File: config.mk
export PLATFORM = sky130hd
export DESIGN_NAME = pulse_synch_rx
export DESIGN_NICKNAME = d
export VERILOG_FILES = /design/src/rtl/pulse_synch_pkg.sv /design/src/rtl/sync_ff.sv /design/src/rtl/pulse_synch_rx.sv
export SDC_FILE = /design/constraint.sdc
export NUM_CORES = 1
export LEC_CHECK = 0
export ABC_AREA = 1
export CELL_PAD_IN_SITES_DETAIL_PLACEMENT = 1
export CELL_PAD_IN_SITES_GLOBAL_PLACEMENT = 1
export CORE_UTILIZATION = 25
export DETAILED_ROUTE_END_ITERATION = 10
export PLACE_DENSITY_LB_ADDON = 0.1
export SYNTH_ARGS = -nofsm -noshare
export SYNTH_HDL_FRONTEND = slang
export SYNTH_SLANG_ARGS = --single-unit
File: constraint.sdc
create_clock -name clkB -period 3.9 [get_ports clkB]
set_clock_uncertainty 0.15 [all_clocks]
set_input_delay 1.17 -clock clkB [delete_from_list [all_inputs] [get_ports clkB]]
set_output_delay 1.17 -clock clkB [all_outputs]
set_load 0.02 [all_outputs]
File: src/rtl/pulse_synch_pkg.sv
// pulse_synch_pkg: shared state encoding and default parameters for the pulse synchronizer.
package pulse_synch_pkg;
  typedef enum logic [1:0] {IDLE = 2'd0, ACK = 2'd1, GAP = 2'd2} state_t;
  localparam int DEF_SYNC_STAGES = 2;
  localparam int DEF_MIN_GAP = 2;
  function automatic int gap_w(input int g);
    return ($clog2(g) > 1) ? $clog2(g) : 1;
  endfunction
endpackage

File: src/rtl/sync_ff.sv
// sync_ff: multi-stage flop synchronizer for a single-bit level crossing clock domains.
module sync_ff #(
  parameter int   STAGES  = 2,
  parameter logic RST_VAL = 1'b0
) (
  input  logic clk,
  input  logic rst,
  input  logic d,
  output logic q
);
  logic [STAGES-1:0] sr;
  always_ff @(posedge clk or posedge rst)
    if (rst) sr <= {STAGES{RST_VAL}};
    else     sr <= {sr[STAGES-2:0], d};
  assign q = sr[STAGES-1];
endmodule

File: src/rtl/pulse_synch_rx.sv
// pulse_synch_rx: clkB-side four-phase receiver; acks each request, emits one pulse and counts events.
module pulse_synch_rx
  import pulse_synch_pkg::*;
#(
  parameter int SYNC_STAGES = DEF_SYNC_STAGES,
  parameter int MIN_GAP     = DEF_MIN_GAP,
  parameter int CNT_W       = 8
) (
  input  logic             clkB,
  input  logic             rst,
  input  logic             req_in,
  input  logic             cnt_clr,
  output logic             ack_out,
  output logic             pulse_out,
  output logic             busy,
  output logic [CNT_W-1:0] evt_cnt
);
  localparam int GW = gap_w(MIN_GAP);
  localparam logic [GW-1:0] GAP_LOAD = GW'(MIN_GAP > 0 ? MIN_GAP - 1 : 0);
  state_t state, state_n;
  logic [GW-1:0] gap, gap_n;
  logic [CNT_W-1:0] cnt_n;
  logic req_s, acc, ack_n;
  sync_ff #(.STAGES(SYNC_STAGES), .RST_VAL(1'b0)) u_sync (
    .clk(clkB),
    .rst(rst),
    .d  (req_in),
    .q  (req_s)
  );
  always_ff @(posedge clkB or posedge rst)
    if (rst) begin
      state     <= IDLE;
      gap       <= '0;
      ack_out   <= 1'b0;
      pulse_out <= 1'b0;
      evt_cnt   <= '0;
    end else begin
      state     <= state_n;
      gap       <= gap_n;
      ack_out   <= ack_n;
      pulse_out <= acc;
      evt_cnt   <= cnt_n;
    end
  // requests seen during GAP stay pending on req_s and are taken once back in IDLE
  always_comb begin
    state_n = state;
    gap_n   = gap;
    ack_n   = ack_out;
    acc     = (state == IDLE) && req_s;
    case (state)
      IDLE: if (req_s) begin
        state_n = ACK;
        ack_n   = 1'b1;
      end
      ACK: if (!req_s) begin
        state_n = (MIN_GAP == 0) ? IDLE : GAP;
        gap_n   = GAP_LOAD;
        ack_n   = 1'b0;
      end
      GAP: begin
        state_n = (gap == '0) ? IDLE : GAP;
        gap_n   = (gap == '0) ? gap : gap - GW'(1);
      end
      default: begin
        state_n = IDLE;
        ack_n   = 1'b0;
      end
    endcase
    cnt_n = cnt_clr ? CNT_W'(acc) : evt_cnt + CNT_W'(acc);
  end
  assign busy = (state != IDLE);
endmodule

==> flow_metrics.py, run 1 <==
metrics = {
    "outcome": {
        "status": "finished, final reports clean",
    },
    "logic_synthesis": {
        "yosysTopAreaCell": "dfrtp_1",
        "yosys_warnings": 0,
        "synth_edf_count": 0,
        "async_flop_share": 1.00,
        "synth-compound-area-share": 0.0608,
        "ys_types": 14,
        "ys_top_cells_by_count": "dfrtp_1, nand2_1, nor2_1",
        "synth_nets": 75,
        "synth_top_family_by_area": "simple AND/OR/NAND/NOR gates",
        "synthXorXnorAreaFrac": 0,
        "netlist_area_sq_um": 638,
        "synth-simple-area-share": 0.259,
        "synth_top_area_frac": 0.588,
        "yosysSeqAreaShare": 0.588,
        "synth_adder_area_share": 0.0392,
        "synthFlopType": "dfrtp_1",
        "synthMuxAreaShare": 0,
        "yosysMostFrequentCell": "dfrtp_1",
        "synthTopCellsByArea": "dfrtp_1, nand2_1, nor2_1, inv_1, ha_1",
        "ys_seq_elements": 15,
        "syn_area_per_cell_sq_um": 9.25,
        "synthCells": 69,
    },
    "clock_tree": {
        "postCtsSetupBuffers": 0,
        "path_clk_slew_ns": 0.09,
        "htree_levels": 1,
        "worstSkewPairLatency_ns": 0.28,
        "post_cts_resized": 0,
        "cts.path.max_buffers": 2,
        "cts.hold.buffers_added": 0,
        "cts.sinks": 15,
        "cts-root-buf": "clkbuf_4",
        "cts_tree": "built",
        "cts_buffers": 3,
    },
    "floorplanning": {
        "rows": 17,
        "die_h_microns": 52.5,
        "core_area_sq_mm": 0.00232,
        "ioPinCount": 15,
        "die_x_microns": 52.5,
        "initial_utilization": 0.275,
        "die_area_sq_mm": 0.00276,
    },
    "global_routing": {
        "grtUsageTotal": 0.126,
        "grt_pass1_wl_microns": 2330,
        "grt_overflow": 0,
        "grt_max_degree": 16,
        "antenna_found_initial": 0,
        "grt_pass1_vias": 508,
    },
    "place": {
        "dpl.hpwl_microns": 968,
        "gp_congestion": 0.701,
        "io_buffers": 14,
        "placed_cells": 111,
    },
    "power_and_ir_drop": {
        "switching_power_uw": 118,
        "p_seq_frac": 0.510,
        "power_density_mw_per_mm2": 451,
        "share_comb_of_total_power": 0.254,
        "total_power_uw": 378,
        "leakage_nw": 0.403,
        "clock_power_share": 0.235,
        "p_int_uw": 261,
        "ir_drop_mv": 0.224,
        "sw_frac_of_total": 0.311,
    },
    "setup_path": {
        "crit_chain": "inv_2 -> nand2_2 -> clkdlybuf4s50_1",
        "worstSetupPathType": "flop to output pin",
        "path_delay_family": "buffers and inverters",
        "crit_path_max_fanout": 3,
        "worst_path_max_delay_cell": "clkdlybuf4s50_1",
        "end_kind": "output pin",
        "cp_slowest_stage_delay_ns": 0.60,
        "worstPathArrival_ns": 1.41,
        "worstPathBufferInverterCount": 2,
        "required_ns": 2.58,
        "startpoint_type": "flop",
    },
    "run": {
        "max-cap-violations": 0,
    },
    "sta": {
        "final_hold_viol_count": 0,
        "whs_ns": 0.204,
        "fmax_mhz": 366,
        "finalSetupViolCount": 0,
        "tightest_slew_ns": 0.569,
        "setup_tns_ns": 0,
        "period_minus_slack_ns": 2.73,
        "finalCritPeriodShare": 0.701,
        "slew_viol_final": 0,
        "slew_headroom": 0.620,
        "rsz0062_at_grt": "false",
    },
    "route": {
        "route.detailed.drc": 0,
        "avgViaCountPerCell": 4.20,
        "drt_iter0_drc": 3,
        "antenna_left": 0,
        "num_vias": 483,
        "wl_per_cell_microns": 11.0,
        "drtPass1Iterations": 2,
        "drt-total-wl_microns": 1270,
    },
    "cells_and_area": {
        "drive_gt1_frac": 0.138,
        "stdcell_count": 115,
        "finalNetCount": 94,
        "area_growth_syn_to_layout_pct": 31.6,
        "antenna_cells": 0,
    },
    "hold_path": {
        "hold_class": "flop to flop",
    },
}
[cells in the final DEF, fill, tap and decap left out]
master / Yosys / layout
a21oi_1: 2 / 2
nand3_1: 4 / 4
inv_2: 2 / 2
nand2_4: 1 / 1
nor2_1: 13 / 13
a21oi_2: 1 / 1
nor2_2: 3 / 3
nand2_1: 13 / 13
o21ai_0: 4 / 4
nand2_2: 1 / 1
clkbuf_4: 0 / 3
clkdlybuf4s50_1: 0 / 14
inv_1: 7 / 7
dfrtp_1: 15 / 15
clkbuf_1: 0 / 1
nor2_4: 1 / 1
ha_1: 2 / 2
[worst register-to-register path, stage by stage, from the launching register on]
cell and delay (ns):
dfrtp_1 0.42, inv_2 0.08, nand2_2 0.06, nor2_2 0.16
ha_1 0.22, ha_1 0.17, nand2_1 0.10, nor2_2 0.15
a21oi_1 0.07, nor2_1 0.08
[final timing paths]
path	start	to	slack [ns]	cells past startpoint
worst min-delay path	u_sync.sr[0]	u_sync.sr[1]	0.20	0
worst min register to register	u_sync.sr[0]	u_sync.sr[1]	0.20	0
worst max register to register	state[1]	evt_cnt[6]	2.19	9
worst max-delay path	state[1]	busy	1.17	3
min in group asynchronous	rst	evt_cnt[3]	1.08	2
max in group asynchronous	rst	evt_cnt[1]	2.14	2
[layout make-up]
type | instances | area [sq um]
well taps | 28 | 35.0
fillers | 276 | 1480
inverters | 9 | 33.8
repair buffers | 14 | 140
clock buffers | 4 | 26.3
multi-input cells | 45 | 229
flip-flops and latches | 15 | 375
[registers in the layout, indices dropped and copies added, names as in the netlist]
| register | cells |
|---|---|
| state | 2 |
| evt_cnt | 8 |
| ack_out | 1 |
| gap | 1 |
| u_sync.sr | 2 |
| pulse_out | 1 |
[metal layers]
metal | up-vias | share of wire | global-route usage
met4 | 0 | 0.027 | 0.0789
met5 | - | 0 | 0
met2 | 12 | 0.44 | 0.177
li1 | 249 | - | -
met3 | 5 | 0.050 | 0.0522
met1 | 217 | 0.49 | 0.156
[stage by stage]
step / area, sq um / util / setup WS (ns)
5_1_grt: 840 / 0.362 / 1.09
4_1_cts: 840 / 0.362 / 1.14
3_3_place_gp: 813 / 0.351 / 1.50
3_5_place_dp: 813 / 0.351 / 1.48
2_1_floorplan: 638 / - / 2.04
6_report: 840 / 0.362 / 1.17
[power groups by stage]
stage / Combinational (mW) / Sequential, mW / Clock (mW)
2_1_floorplan: 0.0413 / 0.208 / 0
3_3_place_gp: 0.0978 / 0.195 / 0
3_5_place_dp: 0.0979 / 0.196 / 0
4_1_cts: 0.0986 / 0.193 / 0.0943
5_1_grt: 0.109 / 0.197 / 0.101
6_report: 0.0963 / 0.193 / 0.0890
[cell families after synthesis]
group	Yosys count
buffers and inverters	9
DFF	15
and+or+nand+nor	36
adders and majority gates	2
AOI/OAI and AO/OA	7
(Power assumes the default switching activity.)
==> run 2: changes to the inputs <==
- clock period: 3.9 -> 2.84 ns (I/O delays scaled with it)
==> results of run 2 <==
Same layout as run 1 (identical final DEF). Status: finished, final reports clean.
Among the figures that moved: setup slack after placement 1.48 ns -> 0.736 ns; setup slack after layout 1.17 ns -> 0.423 ns; register-to-register setup slack 2.19 ns -> 1.13 ns; total power 0.378 mW -> 0.520 mW; worst IR drop on VDD 0.224 mV -> 0.308 mV
==> run 3: changes to the inputs <==
- CORE_MARGIN: not set -> 4
- CTS_CLUSTER_DIAMETER: not set -> 120
==> run 3 against run 2 <==
Against the previous run: via count increased by 1.4%; core utilization decreased by 1.9 points; routed wire length decreased by 1.9%; sequential power about the same; clock power about the same; critical path type unchanged; critical endpoint unchanged; highest routed layer unchanged.
==> flow_metrics.py, run 3 (same netlist as run 1, synthesis figures left out) <==
metrics = {
    "setup_path": {
        "cp_slowest_stage_delay_ns": 0.59,
        "rr_worst_depth": 9,
        "worstSetupPathType": "flop to output pin",
        "startpoint_type": "flop",
        "cp-startpoint": "state[0]",
        "worst_path_max_delay_cell": "clkdlybuf4s50_1",
        "worstPathArrival_ns": 1.40,
        "end_kind": "output pin",
        "required_ns": 1.84,
        "crit_chain": "inv_2 -> nand2_2 -> clkdlybuf4s50_1",
        "crit_path_max_fanout": 3,
        "worstReg2RegStart": "state[0]",
    },
    "cells_and_area": {
        "largest_reg_flops": 8,
        "final_common_cell": "dfrtp_1",
        "drive_gt1_frac": 0.149,
        "finalNetCount": 94,
        "regMostFlops": "evt_cnt",
        "area_growth_syn_to_layout_pct": 32.2,
        "layout_common_cells": "dfrtp_1, clkdlybuf4s50_1, nand2_1, nor2_1, inv_1",
        "top_regs": "evt_cnt (8), state (2), u_sync.sr (2)",
        "finalInstanceArea_sq_um": 843,
        "antenna_cells": 0,
    },
    "route": {
        "antenna_left": 0,
        "avgViaCountPerCell": 4.19,
        "drt-total-wl_microns": 1240,
        "wl_per_cell_microns": 10.6,
        "drtPass1Iterations": 3,
        "route.detailed.drc": 0,
        "drt_iter0_drc": 2,
        "num_vias": 490,
    },
    "place": {
        "gp_congestion": 0.615,
        "dpl-instance-area_sq_um": 816,
        "io_buffers": 14,
        "dpl.hpwl_microns": 997,
    },
    "sta": {
        "final_hold_viol_count": 0,
        "finalCritPeriodShare": 0.844,
        "fmax_mhz": 417,
        "period_minus_slack_ns": 2.40,
        "slew_headroom": 0.618,
        "finalSetupViolCount": 0,
        "setup_tns_ns": 0,
        "slew_viol_final": 0,
        "rsz0062_at_grt": "false",
        "tightest_slew_ns": 0.572,
    },
    "global_routing": {
        "antenna_found_initial": 0,
        "grt_pass1_wl_microns": 2240,
        "grt_max_degree": 16,
        "grt_pass1_vias": 531,
        "grt_overflow": 0,
        "grtUsageTotal": 0.0859,
    },
    "hold_path": {
        "hold_class": "flop to flop",
        "holdPathStages": 0,
        "hp-start": "u_sync.sr[0]",
    },
    "clock_tree": {
        "cts.path.max_buffers": 2,
        "postCtsSetupBuffers": 0,
        "cts_tree": "built",
        "post_cts_resized": 0,
        "cts-root-buf": "clkbuf_4",
        "cts_buffers": 3,
        "worstSkewPairLatency_ns": 0.27,
        "htree_levels": 1,
        "cts.sinks": 15,
        "path_clk_slew_ns": 0.09,
        "cts.hold.buffers_added": 0,
    },
    "power_and_ir_drop": {
        "switching_power_uw": 163,
        "p_seq_frac": 0.509,
        "ir_drop_mv": 0.362,
        "p_int_uw": 356,
        "clock_power_share": 0.234,
        "sw_frac_of_total": 0.315,
        "leakage_nw": 0.405,
        "share_comb_of_total_power": 0.257,
        "power_density_mw_per_mm2": 615,
    },
    "outcome": {
        "status": "finished, final reports clean",
    },
    "floorplanning": {
        "ioPinCount": 15,
        "die_area_sq_mm": 0.00342,
        "initial_utilization": 0.260,
        "die_h_microns": 58.5,
        "rows": 18,
        "die_x_microns": 58.5,
        "core_area_sq_mm": 0.00245,
    },
    "run": {
        "max-cap-violations": 0,
    },
}
==> run 3: worst paths after layout <==
check,slack (ns),to
setup / recovery,0.44,busy
hold / removal,0.21,u_sync.sr[1]
setup reg to reg,1.11,evt_cnt[6]
hold reg to reg,0.21,u_sync.sr[1]
max in group asynchronous,1.40,evt_cnt[6]
min in group asynchronous,0.77,u_sync.sr[0]
==> run 3: routing by layer <==
layer  wire length (microns)  track usage
met3                      59       0.0263
met1                     596        0.107
met2                     572        0.140
met5                       0            0
met4                      15       0.0298
==> run 3: final cells by class <==
class                   instances  area (sq um)
fillers                       293          1610
clock buffers                   3          22.5
repair buffers                 14           140
flip-flops and latches         15           375
inverters                       9          33.8
clock inverters                 1          5.00
well taps                      30          37.5
multi-input cells              45           229
==> run 3: power by group through the flow <==
stage | logic (mW) | clock network [mW] | registers [mW]
6_report | 0.133 | 0.121 | 0.264
5_1_grt | 0.152 | 0.142 | 0.269
4_1_cts | 0.137 | 0.126 | 0.265
3_5_place_dp | 0.136 | 0 | 0.269
3_3_place_gp | 0.134 | 0 | 0.268
2_1_floorplan | 0.0567 | 0 | 0.285
==> run 3: metrics by stage <==
stage	hold WS, ns	std cells	utilization	setup WS [ns]	total power [mW]
final	0.207	117	0.344	0.443	0.519
after global routing	0.227	117	0.344	0.354	0.564
after CTS	0.212	117	0.344	0.424	0.528
after detailed placement	0.189	113	0.332	0.743	0.405
after global placement	0.183	113	0.332	0.766	0.403
after floorplan	0.181	69	-	1.22	0.342
==> run 3: worst max-delay path: cells and delay by family (launching register included) <==
family	cells	cell delay [ns]
buffers and inverters	2	0.65
flip-flops	1	0.39
AND/OR/NAND/NOR	1	0.08
